===== config.mk =====
export PLATFORM = sky130hd
export DESIGN_NAME = trap_ctrl
export DESIGN_NICKNAME = d
export VERILOG_FILES = /design/src/rtl/trap_ctrl.sv
export SDC_FILE = /design/constraint.sdc
export NUM_CORES = 1
export LEC_CHECK = 0
export ABC_AREA = 1
export CAP_MARGIN = 20
export CORE_AREA = 4 4 142 144
export CTS_BUF_LIST = sky130_fd_sc_hd__clkbuf_16
export DETAILED_ROUTE_END_ITERATION = 12
export DIE_AREA = 0 0 146 148
export GPL_ROUTABILITY_DRIVEN = 0
export GPL_TIMING_DRIVEN = 0
export PLACE_DENSITY = 0.72
export SLEW_MARGIN = 20
export SYNTH_ARGS = -nofsm -noshare
export SYNTH_HDL_FRONTEND = slang
export SYNTH_SLANG_ARGS = --single-unit

===== constraint.sdc =====
create_clock -name clk -period 3 [get_ports clk]
set_clock_uncertainty 0.1 [all_clocks]
set_input_delay 0.6 -clock clk [delete_from_list [all_inputs] [get_ports clk]]
set_output_delay 0.6 -clock clk [all_outputs]
set_load 0.05 [all_outputs]

===== src/rtl/trap_ctrl.sv =====
// trap_ctrl: trap/interrupt controller for the pipelined RISC-V core.
// Latches NSRC level trap requests, masks them with mie, and redirects the
// highest-priority one (index 0 first) into a handler through a
// FLUSH_CYCLES-long PC redirect / pipeline flush. A later flush of the same
// length returns to mepc once the handler sets mipd.
//
// Build option: define TRAP_CTRL_VECTORED_EN for vectored entry
// (mtvec + sel*VEC_STRIDE). When it is undefined, every source enters at mtvec.
//
// Ports:
//   clk, rst                  clock, synchronous active-high reset
//   irq_req[NSRC]             level trap requests
//   epc_in, tval_in           values captured into mepc / mtval on entry
//   csr_wen/wadd/din          CSR write port
//   csr_radd / csr_dout       combinational CSR read port (0 when unmapped)
//   pc_dout, pc_wen, npc_sel  PC redirect (OR-ed with the hazard unit)
//   if_id_clear, id_ex_clear  pipeline flush
//   in_trap                   high from entry until exit completes
//   trap_ack[NSRC]            one-hot pulse on the source being taken
module trap_ctrl #(
  parameter int unsigned NSRC         = 8,
  parameter int unsigned FLUSH_CYCLES = 3,
  parameter logic [31:0] VEC_BASE     = 32'hF000,
  parameter int unsigned VEC_STRIDE   = 8
) (
  input  logic            clk,
  input  logic            rst,
  input  logic [NSRC-1:0] irq_req,
  input  logic [31:0]     epc_in,
  input  logic [31:0]     tval_in,
  input  logic            csr_wen,
  input  logic [11:0]     csr_wadd,
  input  logic [31:0]     csr_din,
  input  logic [11:0]     csr_radd,
  output logic [31:0]     csr_dout,
  output logic [31:0]     pc_dout,
  output logic            pc_wen,
  output logic            npc_sel,
  output logic            if_id_clear,
  output logic            id_ex_clear,
  output logic            in_trap,
  output logic [NSRC-1:0] trap_ack
);

  localparam logic [3:0]  CNT_LOAD = 4'(FLUSH_CYCLES - 1);
  localparam logic [11:0] A_MTVEC  = 12'h305;
  localparam logic [11:0] A_MIE    = 12'h304;
  localparam logic [11:0] A_MIP    = 12'h344;
  localparam logic [11:0] A_MCAUSE = 12'h342;
  localparam logic [11:0] A_MEPC   = 12'h341;
  localparam logic [11:0] A_MTVAL  = 12'h343;
  localparam logic [11:0] A_MIPD   = 12'h100;

  typedef enum logic [1:0] {S_IDLE, S_ENTER, S_HANDLER, S_EXIT} state_t;

  state_t          state, state_nx;
  logic [3:0]      cnt;
  logic [NSRC-1:0] pending, mie, eff, take;
  logic [4:0]      sel;
  logic            found;
  logic [31:0]     mtvec, mcause, mepc, mtval, vector;
  logic            mipd;
  logic            capture, mipd_wr1, start_exit;

  // Priority select: lowest enabled index wins.
  always_comb begin
    eff   = (pending | irq_req) & mie;
    sel   = '0;
    found = 1'b0;
    for (int unsigned i = 0; i < NSRC; i++) begin
      if (eff[i] && !found) begin
        sel   = 5'(i);
        found = 1'b1;
      end
    end
  end

  assign capture    = (state == S_IDLE) && found && !rst;
  assign take       = capture ? (NSRC'(1) << sel) : '0;
  assign trap_ack   = take;
  assign mipd_wr1   = csr_wen && (csr_wadd == A_MIPD) && csr_din[0];
  assign start_exit = (state == S_HANDLER) && (mipd || mipd_wr1);

  // State register
  always_ff @(posedge clk) begin
    if (rst) state <= S_IDLE;
    else     state <= state_nx;
  end

  // Next-state logic
  always_comb begin
    state_nx = state;
    unique case (state)
      S_IDLE:    if (found)        state_nx = S_ENTER;
      S_ENTER:   if (cnt == '0)    state_nx = S_HANDLER;
      S_HANDLER: if (start_exit)   state_nx = S_EXIT;
      S_EXIT:    if (cnt == '0)    state_nx = S_IDLE;
      default:                     state_nx = S_IDLE;
    endcase
  end

  // Flush counter, pending latch and CSRs
  always_ff @(posedge clk) begin
    if (rst) begin
      cnt     <= '0;
      pending <= '0;
      mtvec   <= VEC_BASE;
      mie     <= '1;
      mcause  <= '0;
      mepc    <= '0;
      mtval   <= '0;
      mipd    <= 1'b0;
    end else begin
      if (capture || start_exit)
        cnt <= CNT_LOAD;
      else if ((state == S_ENTER || state == S_EXIT) && cnt != '0)
        cnt <= cnt - 4'd1;

      // A request in the same cycle as its own take keeps the bit set.
      pending <= (pending & ~take) | irq_req;

      if (csr_wen) begin
        unique case (csr_wadd)
          A_MTVEC:  mtvec  <= csr_din;
          A_MIE:    mie    <= csr_din[NSRC-1:0];
          A_MCAUSE: mcause <= csr_din;
          A_MEPC:   mepc   <= csr_din;
          A_MTVAL:  mtval  <= csr_din;
          A_MIPD:   mipd   <= csr_din[0];
          default: ;
        endcase
      end

      // Later assignment overrides a same-cycle software write.
      if (capture) begin
        mcause <= 32'(sel) + 32'd1;
        mepc   <= epc_in;
        mtval  <= tval_in;
        mipd   <= 1'b0;
      end
    end
  end

`ifdef TRAP_CTRL_VECTORED_EN
  logic [4:0] trap_sel;

  always_ff @(posedge clk) begin
    if (rst)          trap_sel <= '0;
    else if (capture) trap_sel <= sel;
  end

  assign vector = mtvec + 32'(trap_sel) * VEC_STRIDE;
`else
  assign vector = mtvec;
`endif

  // Moore outputs
  always_comb begin
    pc_dout     = '0;
    pc_wen      = 1'b0;
    npc_sel     = 1'b0;
    if_id_clear = 1'b0;
    id_ex_clear = 1'b0;
    in_trap     = (state != S_IDLE);
    if (state == S_ENTER || state == S_EXIT) begin
      pc_dout     = (state == S_ENTER) ? vector : mepc;
      pc_wen      = 1'b1;
      npc_sel     = 1'b1;
      if_id_clear = 1'b1;
      id_ex_clear = 1'b1;
    end
  end

  // CSR read
  always_comb begin
    csr_dout = '0;
    unique case (csr_radd)
      A_MTVEC:  csr_dout = mtvec;
      A_MIE:    csr_dout = 32'(mie);
      A_MIP:    csr_dout = 32'(pending);
      A_MCAUSE: csr_dout = mcause;
      A_MEPC:   csr_dout = mepc;
      A_MTVAL:  csr_dout = mtval;
      A_MIPD:   csr_dout = {31'b0, mipd};
      default:  csr_dout = '0;
    endcase
  end

endmodule


==> key figures <==
Run status
  – Failing checks: negative setup slack
  – Status: finished, violations left

Worst setup path
  – Startpoint Class: flop
  – R2R setup slack: roughly 0.12 ns
  – CP max FO: 4
  – Worst reg2reg path startpoint: mie[3]
  – R2R cell count: 14
  – R2R Path End: mtval[3]
  – WS Path Type: flop to output port
  – WP data required: around 2.3 ns
  – CP endpoint kind: output port
  – Worst EP arrival: ~2.4 ns

Pwr
  – PD cells: roughly 710 nW/um^2
  – Leak: about 5.6 nW
  – Total power: 8.92 mW
  – Maximum vdd drop: 0.564 mV

Synthesis
  – Main synth FF type: dfxtp_1
  – Number of enable flip-flop cells after synthesis: 0
  – Synth Area in XOR/XNOR: 0%
  – Post-synthesis adder-cell area fraction: 1.80%
  – Mapped Nets: between 1,000 and 1,500
  – Simple-gate share of the synthesized area: ~36%
  – Avg Cell Area, Syn: about 6.4 sq um
  – Cells after synthesis: approximately 1,300
  – Unique masters post-synth: 35
  – Synthesized area: between 8000 and 9000 sq um
  – Mux contribution to synthesized area: 0%
  – Sequential share of the synthesized area: between 30% and 40%
  – Seq cells post-synth: ~150
  – Compound-Gate Fraction of Synth Area: between 10% and 20%
  – Yosys warns: 0
  – Asr flop ratio synth: 0%
  – Largest family of logic cells by synthesized area: simple AND/OR/NAND/NOR gates

Final layout
  – Layout cells sized above 1: between 20% and 30%
  – Diode count: 0
  – Nets@finish: ~1,700
  – P&R area growth vs syn: 50.0%
  – Fin util: between 60% and 70%
  – Post-Layout Cell Count: approximately 1,800

STA
  – Final setup fails: 8
  – RSZ-0062 raised after global routing: yes
  – Period utilization: 104%
  – Number of max-slew violations in the final report: 0
  – Final Hold Fails: 0
  – Final worst slack: -0.134 ns
  – Slew HR: 38.4%
  – F_max: around 320 MHz
  – Fin Hold WS: approximately 0.37 ns
  – Worst-Margin Slew: around 0.92 ns
  – Final min period: roughly 3.1 ns

Floorplanning
  – Die Span X: ~150 um
  – Die area: 21,600 sq um
  – DIE HEIGHT: 148 um
  – Initial core utilization: between 40 and 50%
  – # IOs: 208
  – Rows: 50
  – Core footprint: approximately 19,000 sq um

Global routing
  – GRT Total Usage: 35.3%
  – Vias in the first global route: approximately 10,000
  – Initial antenna violation count: 2
  – Grt total ovfl: 0
  – Pin count of the biggest net entering global routing: 17
  – First-pass GRT wire length: roughly 59,000 um

Clock network
  – Skew-Pair Late Insertion Delay: between 0.4 and 0.5 ns
  – Total CTS buffers: 17
  – Root Buffer: clkbuf_16
  – # clock sinks: 151
  – Hold-fix buffers, CTS: 0
  – H-tree depth: 4
  – Reg clk slew, reported paths: roughly 0.060 ns
  – Max Root-Sink Buffers: 2
  – CTS tree: done

Run
  – Max Cap Viol: 0

Place
  – HPWL Detailed: 26,100 um
  – Placed instance count: 1,738
  – I/O Buffers: just over 200

Routing
  – Vias per inst: 6.13
  – Wirelength per Cell: roughly 22 um
  – Via Count: about 11,000
  – Post-route ant nets: 0
  – Detailed Route WL: 40,700 um
  – Drt drc: 0
  – First-pass iteration count of the detailed router: 7
  – Initial DRC Count: 1,761

Worst hold path
  – Hold path endpoint: mcause[8]
  – Hold depth: 2
  – Hold Crit Class: flop to flop
  – Worst Hold Launch: mcause[8]
## cells by family (layout without fill, tap and decap cells)
logic type / after synthesis / after routing
flip-flops: 151 / 151
AO/OA/AOI/OAI: 237 / 237
adder cells (fa/ha/maj): 12 / 12
buffers and inverters: 216 / 509
AND/OR/NAND/NOR: 681 / 681
## power by group
group | internal (mW) | switching (mW) | leakage, nW | total (mW)
registers | 2.28 | 0.189 | 1.23 | 2.47
logic | 1.16 | 2.86 | 4.05 | 4.02
clock network | 1.48 | 0.943 | 0.313 | 2.42
## sequential cells by signal (all words and copies together) (netlist names)
| name | flops |
|---|---|
| mie | 8 |
| mcause | 32 |
| mtval | 32 |
| mtvec | 32 |
| pending | 8 |
| state | 2 |
| mipd | 1 |
| cnt | 4 |
| mepc | 32 |
## cell type report
| cell class | instances | area, sq um |
|---|---|---|
| Fill cell | 1539 | 6210 |
| Clock buffer | 17 | 425 |
| Buffer | 88 | 654 |
| Sequential cell | 151 | 3030 |
| Clock inverter | 15 | 225 |
| Timing Repair Buffer | 265 | 2520 |
| Multi-Input combinational cell | 930 | 4860 |
| Inverter | 124 | 483 |
| Tap cell | 234 | 293 |
## routing by layer
metal  global-route usage, %  vias up  wire length, um
met5                       0        -               34
met3                    10.7      289             6180
met2                    54.4     1054            17200
li1                        -     4851                -
met1                    44.1     4977            14300
met4                    19.8        4             2990
## worst max-delay path, stage by stage (launching register included)
cell	delay [ns]
dfxtp_2	0.34
nor2_4	0.12
nor2_2	0.06
nor2_4	0.16
nand2_2	0.10
nor2_4	0.12
nand4_1	0.16
inv_2	0.16
nor2_4	0.07
inv_4	0.08
ha_4	0.17
ha_4	0.13
inv_2	0.05
nor2_4	0.12
buf_8	0.15
## stage by stage
step	setup TNS [ns]	setup WS (ns)	area, sq um
2_1_floorplan	0	0.0256	8350
3_3_place_gp	-78.22	-1.65	10700
3_5_place_dp	-82.48	-1.58	10700
4_1_cts	-0.204	-0.0653	12300
5_1_grt	-0.952	-0.201	12500
6_report	-0.371	-0.134	12500
## how the worst max path moves through the flow
stage / from / endpoint / slack [ns]
after floorplan: irq_req[0] / trap_ack[7] / 0.03
after global placement: csr_radd[2] / csr_dout[2] / -1.65
after detailed placement: csr_radd[3] / csr_dout[2] / -1.58
after CTS: pending[2] / trap_ack[3] / -0.07
after global routing: pending[3] / trap_ack[3] / -0.20
final: pending[3] / trap_ack[3] / -0.13
## placed cells by master, fill, tap and decap left out, types with 5 or more instances in the layout
| master | count |
|---|---|
| nand3_1 | 206 |
| o21ai_0 | 95 |
| dfxtp_2 | 5 |
| o2111ai_2 | 6 |
| dlygate4sd2_1 | 11 |
| nand4_1 | 20 |
| clkbuf_2 | 9 |
| inv_1 | 108 |
| ha_4 | 5 |
| nor2_1 | 181 |
| nor2_2 | 9 |
| clkdlybuf4s15_2 | 14 |
| nor2_4 | 16 |
| buf_6 | 28 |
| clkbuf_1 | 35 |
| ha_1 | 7 |
| o21ai_1 | 13 |
| buf_2 | 27 |
| buf_8 | 10 |
| buf_12 | 8 |
| nand3_2 | 10 |
| buf_4 | 77 |
| dfxtp_1 | 146 |
| nand2_2 | 7 |
| nor3_1 | 8 |
| o211ai_1 | 9 |
| clkbuf_8 | 5 |
| bufinv_16 | 5 |
| clkdlybuf4s50_1 | 112 |
| clkbuf_16 | 19 |
| clkbuf_4 | 8 |
| a21oi_1 | 95 |
| inv_2 | 11 |
| nand2_1 | 207 |
## synthesized netlist by cell type, drive strengths merged (3+ instances only)
| master | number | area [sq um] |
|---|---|---|
| a21oi | 97 | 485 |
| a211oi | 4 | 30.0 |
| clkinv | 3 | 11.3 |
| clkbuf | 60 | 225 |
| nand2 | 217 | 832 |
| nand4 | 21 | 146 |
| buf | 32 | 205 |
| o2111ai | 10 | 87.6 |
| nor3 | 12 | 60.1 |
| o21ai | 114 | 571 |
| dfxtp | 151 | 3020 |
| nor4 | 3 | 33.8 |
| nand3 | 217 | 1100 |
| o211ai | 9 | 67.6 |
| nor2 | 206 | 788 |
| ha | 12 | 150 |
| inv | 121 | 454 |
## what timing repair did
action / CTS / global route
setup endpoints to repair: 76 / 68
hold endpoints to repair: 0 / 0
gates cloned: 6 / 1
resized for setup: 575 / 97
buffers inserted: 45 / 8
pin swaps: 36 / 43
No activity file was read; power rests on OpenSTA's default activity.
